File: config.mk
export PLATFORM = sky130hd
export DESIGN_NAME = cdctl_rst_seq
export DESIGN_NICKNAME = d
export VERILOG_FILES = /design/src/rtl/cdctl_pkg.sv /design/src/rtl/cdctl_sync2.sv /design/src/rtl/cdctl_rst_seq.sv
export SDC_FILE = /design/constraint.sdc
export NUM_CORES = 1
export LEC_CHECK = 0
export BUFFER_PORTS_ARGS = -buffer_cell sky130_fd_sc_hd__buf_2
export CORE_MARGIN = 8
export CORE_UTILIZATION = 60
export DETAILED_ROUTE_END_ITERATION = 8
export PLACE_DENSITY = 0.82
export SYNTH_ARGS = -nofsm -noshare
export SYNTH_HDL_FRONTEND = slang
export SYNTH_SLANG_ARGS = --single-unit
export TNS_END_PERCENT = 5
File: constraint.sdc
create_clock -name clk -period 3.2 [get_ports clk]
set_input_delay 0.48 -clock clk [delete_from_list [all_inputs] [get_ports clk]]
set_output_delay 0.48 -clock clk [all_outputs]
set_load 0.03 [all_outputs]
File: src/rtl/cdctl_pkg.sv
// -----------------------------------------------------------------------------
// cdctl_pkg
//
// Purpose : Shared definitions for the clock-domain reset sequencer and any
//           other block that needs to talk about its states or counter widths.
//
// Contents:
//   CNT_W       - width of the qualification / hold counter
//   LOSS_CNT_W  - width of the saturating lock-loss event counter
//   cdctl_state_e - sequencer states (WAIT, STABLE, RUN, HOLD)
//   loss_cnt_inc  - saturating increment used by the lock-loss counter
// -----------------------------------------------------------------------------
package cdctl_pkg;

  localparam int CNT_W      = 16;
  localparam int LOSS_CNT_W = 8;

  // WAIT   : no synchronized lock seen yet, counter parked at zero
  // STABLE : lock seen, counting consecutive locked cycles
  // RUN    : clock qualified, downstream logic released from reset
  // HOLD   : forced reset extension after lock loss or soft reset
  typedef enum logic [1:0] {
    WAIT   = 2'd0,
    STABLE = 2'd1,
    RUN    = 2'd2,
    HOLD   = 2'd3
  } cdctl_state_e;

  // Saturating increment: once every bit is set the value sticks, so a long
  // run of lock losses can never wrap back to a small, misleading number.
  function automatic logic [LOSS_CNT_W-1:0] loss_cnt_inc(
    input logic [LOSS_CNT_W-1:0] value
  );
    if (&value) begin
      return value;
    end
    return value + LOSS_CNT_W'(1);
  endfunction

endpackage

File: src/rtl/cdctl_sync2.sv
// -----------------------------------------------------------------------------
// cdctl_sync2
//
// Purpose : Two-flop synchronizer for a single-bit level signal that is
//           asynchronous to clk. Generic so it can be reused for other CDC
//           inputs of the controller.
//
// Ports   :
//   clk   - destination clock
//   reset - asynchronous active-high reset, clears both flops to 0
//   d     - asynchronous input level
//   q     - synchronized output (two clk edges of latency)
// -----------------------------------------------------------------------------
module cdctl_sync2 (
  input  logic clk,
  input  logic reset,
  input  logic d,
  output logic q
);

  logic meta;

  // The first flop may go metastable; the second gives it a full cycle to
  // resolve before anything downstream looks at the value.
  always_ff @(posedge clk or posedge reset) begin
    if (reset) begin
      meta <= 1'b0;
      q    <= 1'b0;
    end else begin
      meta <= d;
      q    <= meta;
    end
  end

endmodule

File: src/rtl/cdctl_rst_seq.sv
// -----------------------------------------------------------------------------
// cdctl_rst_seq
//
// Purpose : Reset sequencer for controller logic clocked by a PLL output.
//           Holds sys_rst until the PLL lock has been seen stable for
//           STABLE_CYCLES consecutive synchronized cycles, then releases it.
//           On lock loss or a soft-reset request the downstream reset is
//           re-asserted and held for at least RST_EXTEND cycles before the
//           qualification sequence starts over.
//
// Parameters:
//   STABLE_CYCLES - consecutive synchronized-lock cycles before release
//                   (legal 2..65535)
//   RST_EXTEND    - minimum sys_rst hold cycles after lock loss / soft reset
//                   (legal 1..65535)
//
// Ports   :
//   clk           - PLL global output clock, the only clock of this block
//   reset         - asynchronous active-high reset
//   pll_lock      - raw PLL LOCK, asynchronous to clk
//   sw_rst        - single-cycle soft-reset request (synchronous to clk)
//   sys_rst       - active-high reset for downstream controller logic
//   ready         - high while the clock is qualified and sys_rst is low
//   lock_loss_cnt - saturating count of lock losses seen while in RUN
//
// Configuration:
//   CDCTL_LOCK_LOSS_CNT_EN - when defined, lock_loss_cnt is implemented;
//                            otherwise the counter is absent and the output
//                            is tied to zero.
// -----------------------------------------------------------------------------
module cdctl_rst_seq
  import cdctl_pkg::*;
#(
  parameter int STABLE_CYCLES = 1024,
  parameter int RST_EXTEND    = 16
) (
  input  logic                  clk,
  input  logic                  reset,
  input  logic                  pll_lock,
  input  logic                  sw_rst,
  output logic                  sys_rst,
  output logic                  ready,
  output logic [LOSS_CNT_W-1:0] lock_loss_cnt
);

  // Terminal counts, precomputed at the counter width so the comparisons
  // below are plain equality checks.
  localparam logic [CNT_W-1:0] STABLE_LAST = CNT_W'(STABLE_CYCLES - 1);
  localparam logic [CNT_W-1:0] HOLD_LAST   = CNT_W'(RST_EXTEND - 1);

  cdctl_state_e     state;
  cdctl_state_e     state_next;
  logic [CNT_W-1:0] cnt;
  logic [CNT_W-1:0] cnt_next;
  logic             lock_s;

  // ---------------------------------------------------------------------------
  // Lock synchronizer. Nothing else in this block may look at pll_lock.
  // ---------------------------------------------------------------------------
  cdctl_sync2 u_lock_sync (
    .clk   (clk),
    .reset (reset),
    .d     (pll_lock),
    .q     (lock_s)
  );

  // ---------------------------------------------------------------------------
  // State, counter and output registers. sys_rst and ready are decoded from
  // the next state so they change on the same edge as the state itself and
  // come straight out of flops, with no combinational glitching.
  // ---------------------------------------------------------------------------
  always_ff @(posedge clk or posedge reset) begin
    if (reset) begin
      state   <= WAIT;
      cnt     <= '0;
      sys_rst <= 1'b1;
      ready   <= 1'b0;
    end else begin
      state   <= state_next;
      cnt     <= cnt_next;
      sys_rst <= (state_next != RUN);
      ready   <= (state_next == RUN);
    end
  end

  // ---------------------------------------------------------------------------
  // Next-state and counter logic.
  //
  // The counter is cleared on every state change so each state that uses it
  // (STABLE, HOLD) starts counting from zero on entry. A soft reset takes
  // priority over lock status everywhere except HOLD, where it is ignored so
  // a stream of requests cannot keep restarting the extension.
  // ---------------------------------------------------------------------------
  always_comb begin
    state_next = state;
    cnt_next   = cnt;

    case (state)
      WAIT: begin
        cnt_next = '0;
        if (sw_rst) begin
          state_next = HOLD;
        end else if (lock_s) begin
          state_next = STABLE;
        end
      end

      STABLE: begin
        if (sw_rst) begin
          state_next = HOLD;
          cnt_next   = '0;
        end else if (!lock_s) begin
          state_next = WAIT;
          cnt_next   = '0;
        end else if (cnt == STABLE_LAST) begin
          state_next = RUN;
          cnt_next   = '0;
        end else begin
          cnt_next = cnt + CNT_W'(1);
        end
      end

      RUN: begin
        cnt_next = '0;
        if (!lock_s || sw_rst) begin
          state_next = HOLD;
        end
      end

      HOLD: begin
        if (cnt == HOLD_LAST) begin
          state_next = WAIT;
          cnt_next   = '0;
        end else begin
          cnt_next = cnt + CNT_W'(1);
        end
      end

      default: begin
        state_next = WAIT;
        cnt_next   = '0;
      end
    endcase
  end

  // ---------------------------------------------------------------------------
  // Lock-loss event counter.
  //
  // Only a lock drop observed while in RUN counts; a soft reset on its own
  // does not, and a lock drop coinciding with a soft reset counts once.
  // Cleared only by the block reset.
  // ---------------------------------------------------------------------------
`ifdef CDCTL_LOCK_LOSS_CNT_EN
  logic [LOSS_CNT_W-1:0] loss_cnt;

  always_ff @(posedge clk or posedge reset) begin
    if (reset) begin
      loss_cnt <= '0;
    end else if ((state == RUN) && !lock_s) begin
      loss_cnt <= loss_cnt_inc(loss_cnt);
    end
  end

  assign lock_loss_cnt = loss_cnt;
`else
  assign lock_loss_cnt = '0;
`endif

endmodule

Yosys cells after proc, flatten, opt, wreduce, memory -nomap -nowiden --
Cells that the tools add are included.
Word-level totals: bits in registers 22, input port bits 4, output and inout bits 10, word-level logic and storage cells 31
Operators by class: $add $sub $neg 1, equal/unequal tests 7, mux-type cells 13, reduce and logical (&&, ||, !) cells 4
Operators by type and width (number):
- $mux W16 | 4
- $pmux W16 S3 | 1
- $add A16 B1 Y16 const B | 1
- $eq A16 B10 Y1 const B | 1
- $eq A16 B4 Y1 const B | 1
- $mux W2 | 7
- $pmux W2 S4 | 1
- $eq A2 B2 Y1 const B | 3
- $eq A2 B1 Y1 const B | 1
- $logic_not A2 Y1 | 1
- $ne A2 B2 Y1 const B | 1
- $reduce_or A2 Y1 | 1
- $logic_not A1 Y1 | 1
- $logic_or A1 B1 Y1 | 1

Depth between registers and ports, before layout --
Gate-level depths: netlist (run 1).
word-level depth 6, depth in mapped cells 6, depth with buffers taken out 5

Modules after synthesis --
Synthesis (run 1) repeated with hierarchy kept, for this count alone.
Second synthesis, totals: cell total of the unflattened synthesis 113, area, all modules 1129.8 sq um
Modules (own cells, without submodules):
- cdctl_rst_seq | times used 1, cells each 110, area an instance 1076.0 sq um, sequential area each 501.7 sq um
- cdctl_sync2 | times used 1, cells each 3, area an instance 53.8 sq um, sequential area each 50.0 sq um

Worst setup path after synthesis (run 1) --
Ideal clock, no wire load.
path type flip-flop to flip-flop, start reg cnt[10], end reg cnt[4], library setup time 120 ps, arrival 1923 ps, data required time 3080 ps, path slack 1158 ps, cell stages (with the launch flop) 6, buffers on the path 1, period minus slack after synthesis 2042 ps, cell sequence dfrtp_1 or4_4 or4_4 a2bb2oi_4 buf_6 nor2_1
Between the ends: cells in the longest elaborated chain, start to end 5, elaborated cells between the ends (all ways) 7, classes of those cells 2 x eq/ne; 5 x mux
RTL lines:
- from (decl) | RTL line cdctl_rst_seq.sv:53 | logic [CNT_W-1:0] cnt;
- from (signal assigned) | RTL line cdctl_rst_seq.sv:80 | cnt <= cnt_next;
- $eq A16 B10 Y1 | RTL line cdctl_rst_seq.sv:115 | end else if (cnt == STABLE_LAST) begin
- $mux W16 | RTL line cdctl_rst_seq.sv:115
- $mux W16 | RTL line cdctl_rst_seq.sv:112 | end else if (!lock_s) begin
- $mux W16 | RTL line cdctl_rst_seq.sv:109 | if (sw_rst) begin
- $pmux W16 S3 (*) | RTL line cdctl_rst_seq.sv:98 | case (state)
- named net cnt_next[4] | RTL line cdctl_rst_seq.sv:54 | logic [CNT_W-1:0] cnt_next;
The timed path passes the listed nets; every way through them passes the cells marked *.

Final worst setup path (run 1) --
start reg cnt[10], end reg cnt[11]
Between the ends: cells in the longest elaborated chain, start to end 5, elaborated cells between the ends (all ways) 8, classes of those cells 1 x add/sub; 2 x eq/ne; 5 x mux
RTL lines (RTL line):
- $add A16 B1 Y16 or $eq A16 B10 Y1 (tied branches) | cdctl_rst_seq.sv:119, cdctl_rst_seq.sv:135, cdctl_rst_seq.sv:115
- $mux W16 | cdctl_rst_seq.sv:115
- $mux W16 | cdctl_rst_seq.sv:112
- $mux W16 | cdctl_rst_seq.sv:109
- $pmux W16 S3 (*) | cdctl_rst_seq.sv:98
- named net cnt_next[11] | cdctl_rst_seq.sv:54
Marked as above.

==> impl_metrics.prom, run 1 <==
# TYPE chip_impl_metric gauge
chip_impl_info{name="status",value="complete, no violations"} 1
chip_impl_info{name="synth_largest_area_cell",value="dfrtp_1"} 1
chip_impl_info{name="area_contributors_post_synth",value="dfrtp_1, xnor2_1, nor2_1"} 1
chip_impl_metric{name="fin_tns_setup",unit="ns"} 0
chip_impl_metric{name="synthCells",unit=""} 115
chip_impl_metric{name="h-tree-depth",unit=""} 1
chip_impl_metric{name="critical_path_arrival",unit="ns"} 2.47
chip_impl_info{name="min_delay_worst_endpoint",value="u_lock_sync.meta"} 1
chip_impl_metric{name="initial_core_util",unit=""} 0.6502
chip_impl_metric{name="dr_wl_met2",unit="mm"} 1.007
chip_impl_metric{name="ctsResizeCount",unit=""} 0
chip_impl_metric{name="hpwl",unit="mm"} 1.478
chip_impl_metric{name="holdWs",unit="ns"} 0.2618
chip_impl_metric{name="syn2layout_area_growth",unit="%"} 5.623
chip_impl_info{name="hold_class",value="input port to flop"} 1
chip_impl_metric{name="number_of_global_route_vias_before_repair",unit=""} 759
chip_impl_metric{name="power.switching",unit="mW"} 0.2479
chip_impl_metric{name="total_number_of_vias",unit=""} 811
chip_impl_metric{name="dieArea",unit="µm²"} 3539
chip_impl_metric{name="critPathMaxStageDelay",unit="ns"} 0.61
chip_impl_metric{name="num_cts_buffers",unit=""} 3
chip_impl_metric{name="slew_violations",unit=""} 0
chip_impl_metric{name="final-instance-count-excl-fill",unit=""} 147
chip_impl_metric{name="row_count",unit=""} 15
chip_impl_metric{name="maximum_number_of_pins_on_one_net_before_global_route_repair",unit=""} 23
chip_impl_metric{name="netlist_area",unit="µm²"} 1135
chip_impl_info{name="path_cells",value="or4_4 > nor4_1 > a2bb2oi_4 > nor2_1"} 1
chip_impl_metric{name="reg2reg_depth",unit=""} 4
chip_impl_metric{name="pwr-share-comb",unit=""} 0.237
chip_impl_metric{name="ir_drop",unit="V"} 0.0005758
chip_impl_info{name="yosys_most_used_dff",value="dfrtp_1"} 1
chip_impl_info{name="clock-root-buffer",value="clkbuf_4"} 1
chip_impl_metric{name="cts.hold.buffers_added",unit=""} 0
chip_impl_info{name="routed.top_layer",value="met4"} 1
chip_impl_metric{name="synth-warning-count",unit=""} 0
chip_impl_metric{name="num_antenna_cells",unit=""} 0
chip_impl_metric{name="finalNetCount",unit=""} 128
chip_impl_metric{name="io_pins",unit=""} 14
chip_impl_info{name="crit_path_end_kind",value="flop"} 1
chip_impl_metric{name="power_switching_share",unit=""} 0.3207
chip_impl_metric{name="wire_length_of_the_first_global_routing_pass",unit="mm"} 3.367
chip_impl_metric{name="fmax",unit="GHz"} 0.4385
chip_impl_info{name="r2r_end",value="cnt[11]"} 1
chip_impl_metric{name="synthArstFlopShare",unit=""} 1.000
chip_impl_metric{name="cap_viol_max_count",unit=""} 0
chip_impl_metric{name="clk_latency_worst_skew_pair",unit="ns"} 0.32
chip_impl_metric{name="pwr_density_cell",unit="nW/µm²"} 644.7
chip_impl_metric{name="final_core_utilization",unit=""} 0.6867
chip_impl_metric{name="post_cts.repair.setup_buffers",unit=""} 0
chip_impl_metric{name="cts.reportedPaths.clkPinSlew",unit="ns"} 0.13
chip_impl_metric{name="per_cell_routed_wire_length",unit="µm"} 13.95
chip_impl_metric{name="crit_path_max_fanout",unit=""} 16
chip_impl_metric{name="setup-violations-final",unit=""} 0
chip_impl_info{name="crit_path_slowest_cell",value="nor4_1"} 1
chip_impl_info{name="post_synth_most_frequent_cells",value="dfrtp_1, nor2_1, xnor2_1"} 1
chip_impl_metric{name="synth-seq-cells",unit=""} 22
chip_impl_info{name="holdCritStartpoint",value="pll_lock"} 1
chip_impl_info{name="startpoint_type",value="flop"} 1
chip_impl_metric{name="met3WireLength",unit="µm"} 113
chip_impl_metric{name="timing.max_slew.rel_slack",unit=""} 0.4620
chip_impl_metric{name="clockBufferDepth",unit=""} 2
chip_impl_metric{name="grt-ovfl-total",unit=""} 0
chip_impl_metric{name="avgSynthCellArea",unit="µm²"} 9.868
chip_impl_metric{name="r2r_setup_slack",unit="ns"} 0.92
chip_impl_info{name="grt_setup_unrepaired",value="false"} 1
chip_impl_metric{name="gp_congestion",unit=""} 0.8062
chip_impl_metric{name="global_route.usage.total",unit=""} 0.1259
chip_impl_metric{name="layout-drive-gt1-share",unit=""} 0.1066
chip_impl_metric{name="p_seq_frac",unit=""} 0.490
chip_impl_metric{name="chipHeight",unit="µm"} 59.49
chip_impl_metric{name="cts_num_sinks",unit=""} 22
chip_impl_info{name="timing_worst_setup_path_type",value="flop to flop"} 1
chip_impl_metric{name="wire_length_reported_by_the_detailed_router",unit="mm"} 2.051
chip_impl_metric{name="internal_power",unit="mW"} 0.5249
chip_impl_metric{name="drt-pass1-iter-count",unit=""} 4
chip_impl_info{name="launch_point_of_the_worst_reg_to_reg_path",value="cnt[10]"} 1
chip_impl_metric{name="yosysSeqAreaShare",unit=""} 0.4862
chip_impl_metric{name="place_inst",unit=""} 143
chip_impl_metric{name="synthDominantCellAreaShare",unit=""} 0.4631
chip_impl_metric{name="clockPowerShare",unit=""} 0.274
chip_impl_metric{name="die_width",unit="µm"} 59.49
chip_impl_metric{name="routedLengthMet1",unit="µm"} 913
chip_impl_metric{name="fp.coreArea",unit="µm²"} 1745
chip_impl_metric{name="synth-edff-count",unit=""} 0
chip_impl_metric{name="cp_data_required_time",unit="ns"} 3.39
chip_impl_metric{name="avgViaCountPerCell",unit=""} 5.517
chip_impl_metric{name="worstMarginPinSlew",unit="ns"} 0.8061
chip_impl_metric{name="leakage_power_figure",unit="nW"} 0.5056
chip_impl_metric{name="antenna_left",unit=""} 0
chip_impl_metric{name="drc",unit=""} 0
chip_impl_metric{name="post-route-min-period",unit="ns"} 2.281
chip_impl_metric{name="fin_crit_sh",unit=""} 0.7127
chip_impl_metric{name="fin_skew",unit="ns"} 0.01845
chip_impl_metric{name="holdPathStages",unit=""} 1
chip_impl_metric{name="numPortBuffers",unit=""} 5
chip_impl_metric{name="hold_viol",unit=""} 0
chip_impl_info{name="clock_tree_from_tritoncts",value="done"} 1
chip_impl_metric{name="antenna_found_initial",unit=""} 0
chip_impl_metric{name="post_synth_num_cell_types",unit=""} 25
chip_impl_metric{name="initialDrtViolationCount",unit=""} 15
==> final cells by class <==
| type | instances | area, µm² |
|---|---|---|
| tap | 25 | 31.28 |
| inverter | 3 | 11.26 |
| multi-input combinational | 88 | 526.8 |
| timing repair buffer | 5 | 25.02 |
| clock buffer | 3 | 22.52 |
| fill | 146 | 546.8 |
| sequential | 22 | 551.8 |
| clock inverter | 1 | 30.03 |
==> power groups by stage <==
stage / combinational (mW) / clock, mW / sequential (mW)
6_report: 0.183 / 0.211 / 0.378
3_3_place_gp: 0.180 / 0 / 0.380
4_1_cts: 0.185 / 0.218 / 0.378
3_5_place_dp: 0.184 / 0 / 0.382
2_1_floorplan: 0.173 / 0 / 0.373
5_1_grt: 0.206 / 0.227 / 0.386
==> through the flow <==
stage / setup WS, ns / power [mW] / instance area [µm²]
after global routing: 0.7993 / 0.8192 / 1199
after global placement: 1.055 / 0.5591 / 1146
final: 0.9194 / 0.7728 / 1199
after CTS: 0.9200 / 0.7802 / 1199
after detailed placement: 0.9616 / 0.5657 / 1146
after floorplan: 1.158 / 0.5460 / 1161
==> how the worst max path moves through the flow <==
stage / cells after the start / end / slack, ns / startpoint
floorplan: 5 / cnt[4] / 1.16 / cnt[10]
global placement: 4 / cnt[2] / 1.05 / cnt[10]
detailed placement: 4 / cnt[5] / 0.96 / cnt[10]
CTS: 4 / cnt[11] / 0.92 / cnt[10]
global route: 4 / cnt[8] / 0.80 / cnt[10]
finish: 4 / cnt[11] / 0.92 / cnt[10]
==> state kept, by name, indices dropped and copies added (netlist names) <==
register          flops
sys_rst               1
state                 2
u_lock_sync.q         1
ready                 1
cnt                  16
u_lock_sync.meta      1
==> critical path, delay by kind of cell (launching register included) <==
family	cells	cell delay [ns]
simple gates	3	1.28
compound gates	1	0.41
flops	1	0.46
==> layout by cell type, fill, tap and decap left out, types with 3 or more instances in the layout <==
cell      netlist  final
xnor2_1        12     12
nor3_1          3      3
inv_1           3      3
nand4_1         5      5
nand2_1         7      7
nor2_1         21     21
buf_2           0      5
nor4_1          5      5
or4_1           3      3
dfrtp_1        21     21
conb_1          1      8
nand3_1         8      8
clkbuf_4        0      3
==> cell families after synthesis <==
group | synth area share
AO/OA/AOI/OAI | 0.04520
XOR/XNOR | 0.1003
adder cells (fa/ha/maj) | 0.01102
buffers and inverters | 0.07277
flip-flops | 0.4862
other | 0.003304
AND/OR/NAND/NOR | 0.2812
==> metal layers <==
metal | GRT usage | vias to the layer above
li1 | - | 399
met1 | 0.1401 | 394
met2 | 0.2126 | 16
met3 | 0.04989 | 2
met4 | 0.04082 | 0
met5 | 0 | -
Power figures use the tool's default switching activity.
==> inputs of run 2 (changes only) <==
CORE_UTILIZATION = 55   (was 60)
PLACE_DENSITY = 0.76   (was 0.82)
clock period = 2.2 ns   (was 3.2 ns; I/O delays follow)
==> run 2 against run 1 <==
Non-clock buffer count increased by 6. Core utilization decreased by 5.3 points. Worst hold slack got worse by 0.15 ns. Register-to-register slack got worse by 0.78 ns. Sequential share of layout area decreased by 1.6 points. Maximum frequency increased by 11%. Combinational power increased by 73%. Critical path depth increased by 1. Critical path type unchanged. Highest routed layer unchanged.
==> impl_metrics.prom, run 2 (synthesized netlist as in run 1, its figures left out) <==
# TYPE chip_impl_metric gauge
chip_impl_info{name="status",value="complete, no violations"} 1
chip_impl_metric{name="clockBufferDepth",unit=""} 2
chip_impl_metric{name="cts_num_sinks",unit=""} 22
chip_impl_info{name="clock-root-buffer",value="clkbuf_4"} 1
chip_impl_metric{name="fin_crit_sh",unit=""} 0.9345
chip_impl_metric{name="total_number_of_vias",unit=""} 846
chip_impl_metric{name="cp_data_required_time",unit="ns"} 2.41
chip_impl_metric{name="cts.hold.buffers_added",unit=""} 0
chip_impl_metric{name="number_of_global_route_vias_before_repair",unit=""} 810
chip_impl_info{name="timing_worst_setup_path_type",value="flop to flop"} 1
chip_impl_metric{name="hpwl",unit="mm"} 1.549
chip_impl_metric{name="fmax",unit="GHz"} 0.4864
chip_impl_info{name="reg.largest.list",value="cnt (16), state (2)"} 1
chip_impl_metric{name="grt-ovfl-total",unit=""} 0
chip_impl_metric{name="area.sequential",unit="µm²"} 551.8
chip_impl_metric{name="dr_wl_met2",unit="µm"} 982
chip_impl_metric{name="timing.max_slew.rel_slack",unit=""} 0.4678
chip_impl_metric{name="critical_path_arrival",unit="ns"} 2.27
chip_impl_metric{name="finalNetCount",unit=""} 134
chip_impl_info{name="routed.top_layer",value="met4"} 1
chip_impl_metric{name="pwr_density_cell",unit="nW/µm²"} 877.8
chip_impl_metric{name="io_pins",unit=""} 14
chip_impl_metric{name="row_count",unit=""} 16
chip_impl_info{name="largest-register",value="cnt"} 1
chip_impl_metric{name="fp.coreArea",unit="µm²"} 1962
chip_impl_metric{name="met3WireLength",unit="µm"} 122
chip_impl_metric{name="crit_path_max_fanout",unit=""} 16
chip_impl_metric{name="gp_congestion",unit=""} 0.8085
chip_impl_metric{name="slew_violations",unit=""} 0
chip_impl_metric{name="per_cell_routed_wire_length",unit="µm"} 13.66
chip_impl_metric{name="h-tree-depth",unit=""} 1
chip_impl_metric{name="layout-drive-gt1-share",unit=""} 0.1484
chip_impl_metric{name="setup-violations-final",unit=""} 0
chip_impl_metric{name="largest_register_ff_count",unit=""} 16
chip_impl_metric{name="worstMarginPinSlew",unit="ns"} 0.7975
chip_impl_metric{name="wire_length_reported_by_the_detailed_router",unit="mm"} 2.118
chip_impl_info{name="crit_path_end_kind",value="flop"} 1
chip_impl_metric{name="dieArea",unit="µm²"} 3773
chip_impl_metric{name="die_width",unit="µm"} 61.43
chip_impl_metric{name="clk_latency_worst_skew_pair",unit="ns"} 0.31
chip_impl_metric{name="ctsResizeCount",unit=""} 0
chip_impl_metric{name="r2r_setup_slack",unit="ns"} 0.14
chip_impl_metric{name="chipHeight",unit="µm"} 61.43
chip_impl_info{name="hold_class",value="input port to flop"} 1
chip_impl_metric{name="ir_drop",unit="V"} 0.0006377
chip_impl_metric{name="hold_viol",unit=""} 0
chip_impl_metric{name="cts.reportedPaths.clkPinSlew",unit="ns"} 0.12
chip_impl_metric{name="numPortBuffers",unit=""} 5
chip_impl_metric{name="num_cts_buffers",unit=""} 3
chip_impl_metric{name="wire_length_of_the_first_global_routing_pass",unit="mm"} 3.525
chip_impl_metric{name="maximum_number_of_pins_on_one_net_before_global_route_repair",unit=""} 23
chip_impl_info{name="layout_common_cells",value="nor2_1, dfrtp_1, xnor2_1"} 1
chip_impl_metric{name="antenna_left",unit=""} 0
chip_impl_metric{name="fin_skew",unit="ns"} 0.003772
chip_impl_metric{name="footprint_of_the_multi_input_gates",unit="µm²"} 526.8
chip_impl_metric{name="filler_cell_count",unit=""} 166
chip_impl_metric{name="avgViaCountPerCell",unit=""} 5.458
chip_impl_metric{name="num_antenna_cells",unit=""} 0
chip_impl_metric{name="syn2layout_area_growth",unit="%"} 9.482
chip_impl_info{name="startpoint_type",value="flop"} 1
chip_impl_metric{name="initialDrtViolationCount",unit=""} 35
chip_impl_metric{name="routedLengthMet1",unit="µm"} 997
chip_impl_metric{name="post-route-min-period",unit="ns"} 2.056
chip_impl_metric{name="antenna_found_initial",unit=""} 0
chip_impl_metric{name="timing.final.ws_setup",unit="ns"} 0.1442
chip_impl_metric{name="preCtsSetupSlack",unit="ns"} 0.1761
chip_impl_info{name="grt_setup_unrepaired",value="false"} 1
chip_impl_info{name="clock_tree_from_tritoncts",value="done"} 1
chip_impl_metric{name="drt-pass1-iter-count",unit=""} 4
chip_impl_metric{name="cap_viol_max_count",unit=""} 0
chip_impl_metric{name="initial_core_util",unit=""} 0.5784
chip_impl_metric{name="post_cts.repair.setup_buffers",unit=""} 0
chip_impl_metric{name="leakage_power_figure",unit="nW"} 0.5331
chip_impl_metric{name="global_route.usage.total",unit=""} 0.1252
chip_impl_metric{name="fin_tns_setup",unit="ns"} 0
chip_impl_metric{name="stdcell_area",unit="µm²"} 1242
chip_impl_metric{name="drc",unit=""} 0
chip_impl_metric{name="dpl-instance-area",unit="µm²"} 1206
run 2: changes by cell type in the layout (fill, tap and decap cells not counted):
cell       delta
bufinv_16     -1
clkbuf_8      +1
buf_12        +1
buf_4         +5
run 2: per-layer routing:
layer  vias to the layer above  track usage
li1                        411            -
met1                       408       0.1519
met2                        25       0.2104
met3                         2      0.02505
met4                         0      0.05195
met5                         -            0
run 2: cell type report:
cell class                 instances  area share
tap                               27     0.02719
clock buffer                       4     0.02920
inverter                           3    0.009063
sequential                        22      0.4441
timing repair buffer              11     0.06647
multi-input combinational         88      0.4240
run 2: where the power goes:
group | total [mW] | switching, mW | internal, mW
Clock | 0.225 | 0.124 | 0.101
Sequential | 0.548 | 0.0741 | 0.474
Combinational | 0.317 | 0.172 | 0.145
run 2: path summary, 6_finish.rpt:
kind,start,to,cells past startpoint
worst max-delay path,cnt[11],cnt[6],5
worst min-delay path,pll_lock,u_lock_sync.meta,1
worst max register to register,cnt[11],cnt[6],5
worst min register to register,u_lock_sync.meta,u_lock_sync.q,0
max in group asynchronous,reset,cnt[7],2
min in group asynchronous,reset,u_lock_sync.meta,2
run 2: worst max-delay path: stages (launching register included):
cell	delay, ns
dfrtp_1	0.45
or4_4	0.55
or4_4	0.57
a2bb2oi_4	0.18
buf_12	0.15
nor2_1	0.06
run 2: per-stage QoR:
step | std cells | power, mW | hold WS [ns] | util
after CTS | 155 | 1.094 | 0.1136 | 0.6333
after global routing | 155 | 1.160 | 0.08789 | 0.6333
after floorplan | 122 | 0.7941 | 0.3185 | -
after detailed placement | 151 | 0.8733 | 0.3515 | 0.6148
final | 155 | 1.091 | 0.1154 | 0.6333
after global placement | 151 | 0.8561 | 0.3338 | 0.6148
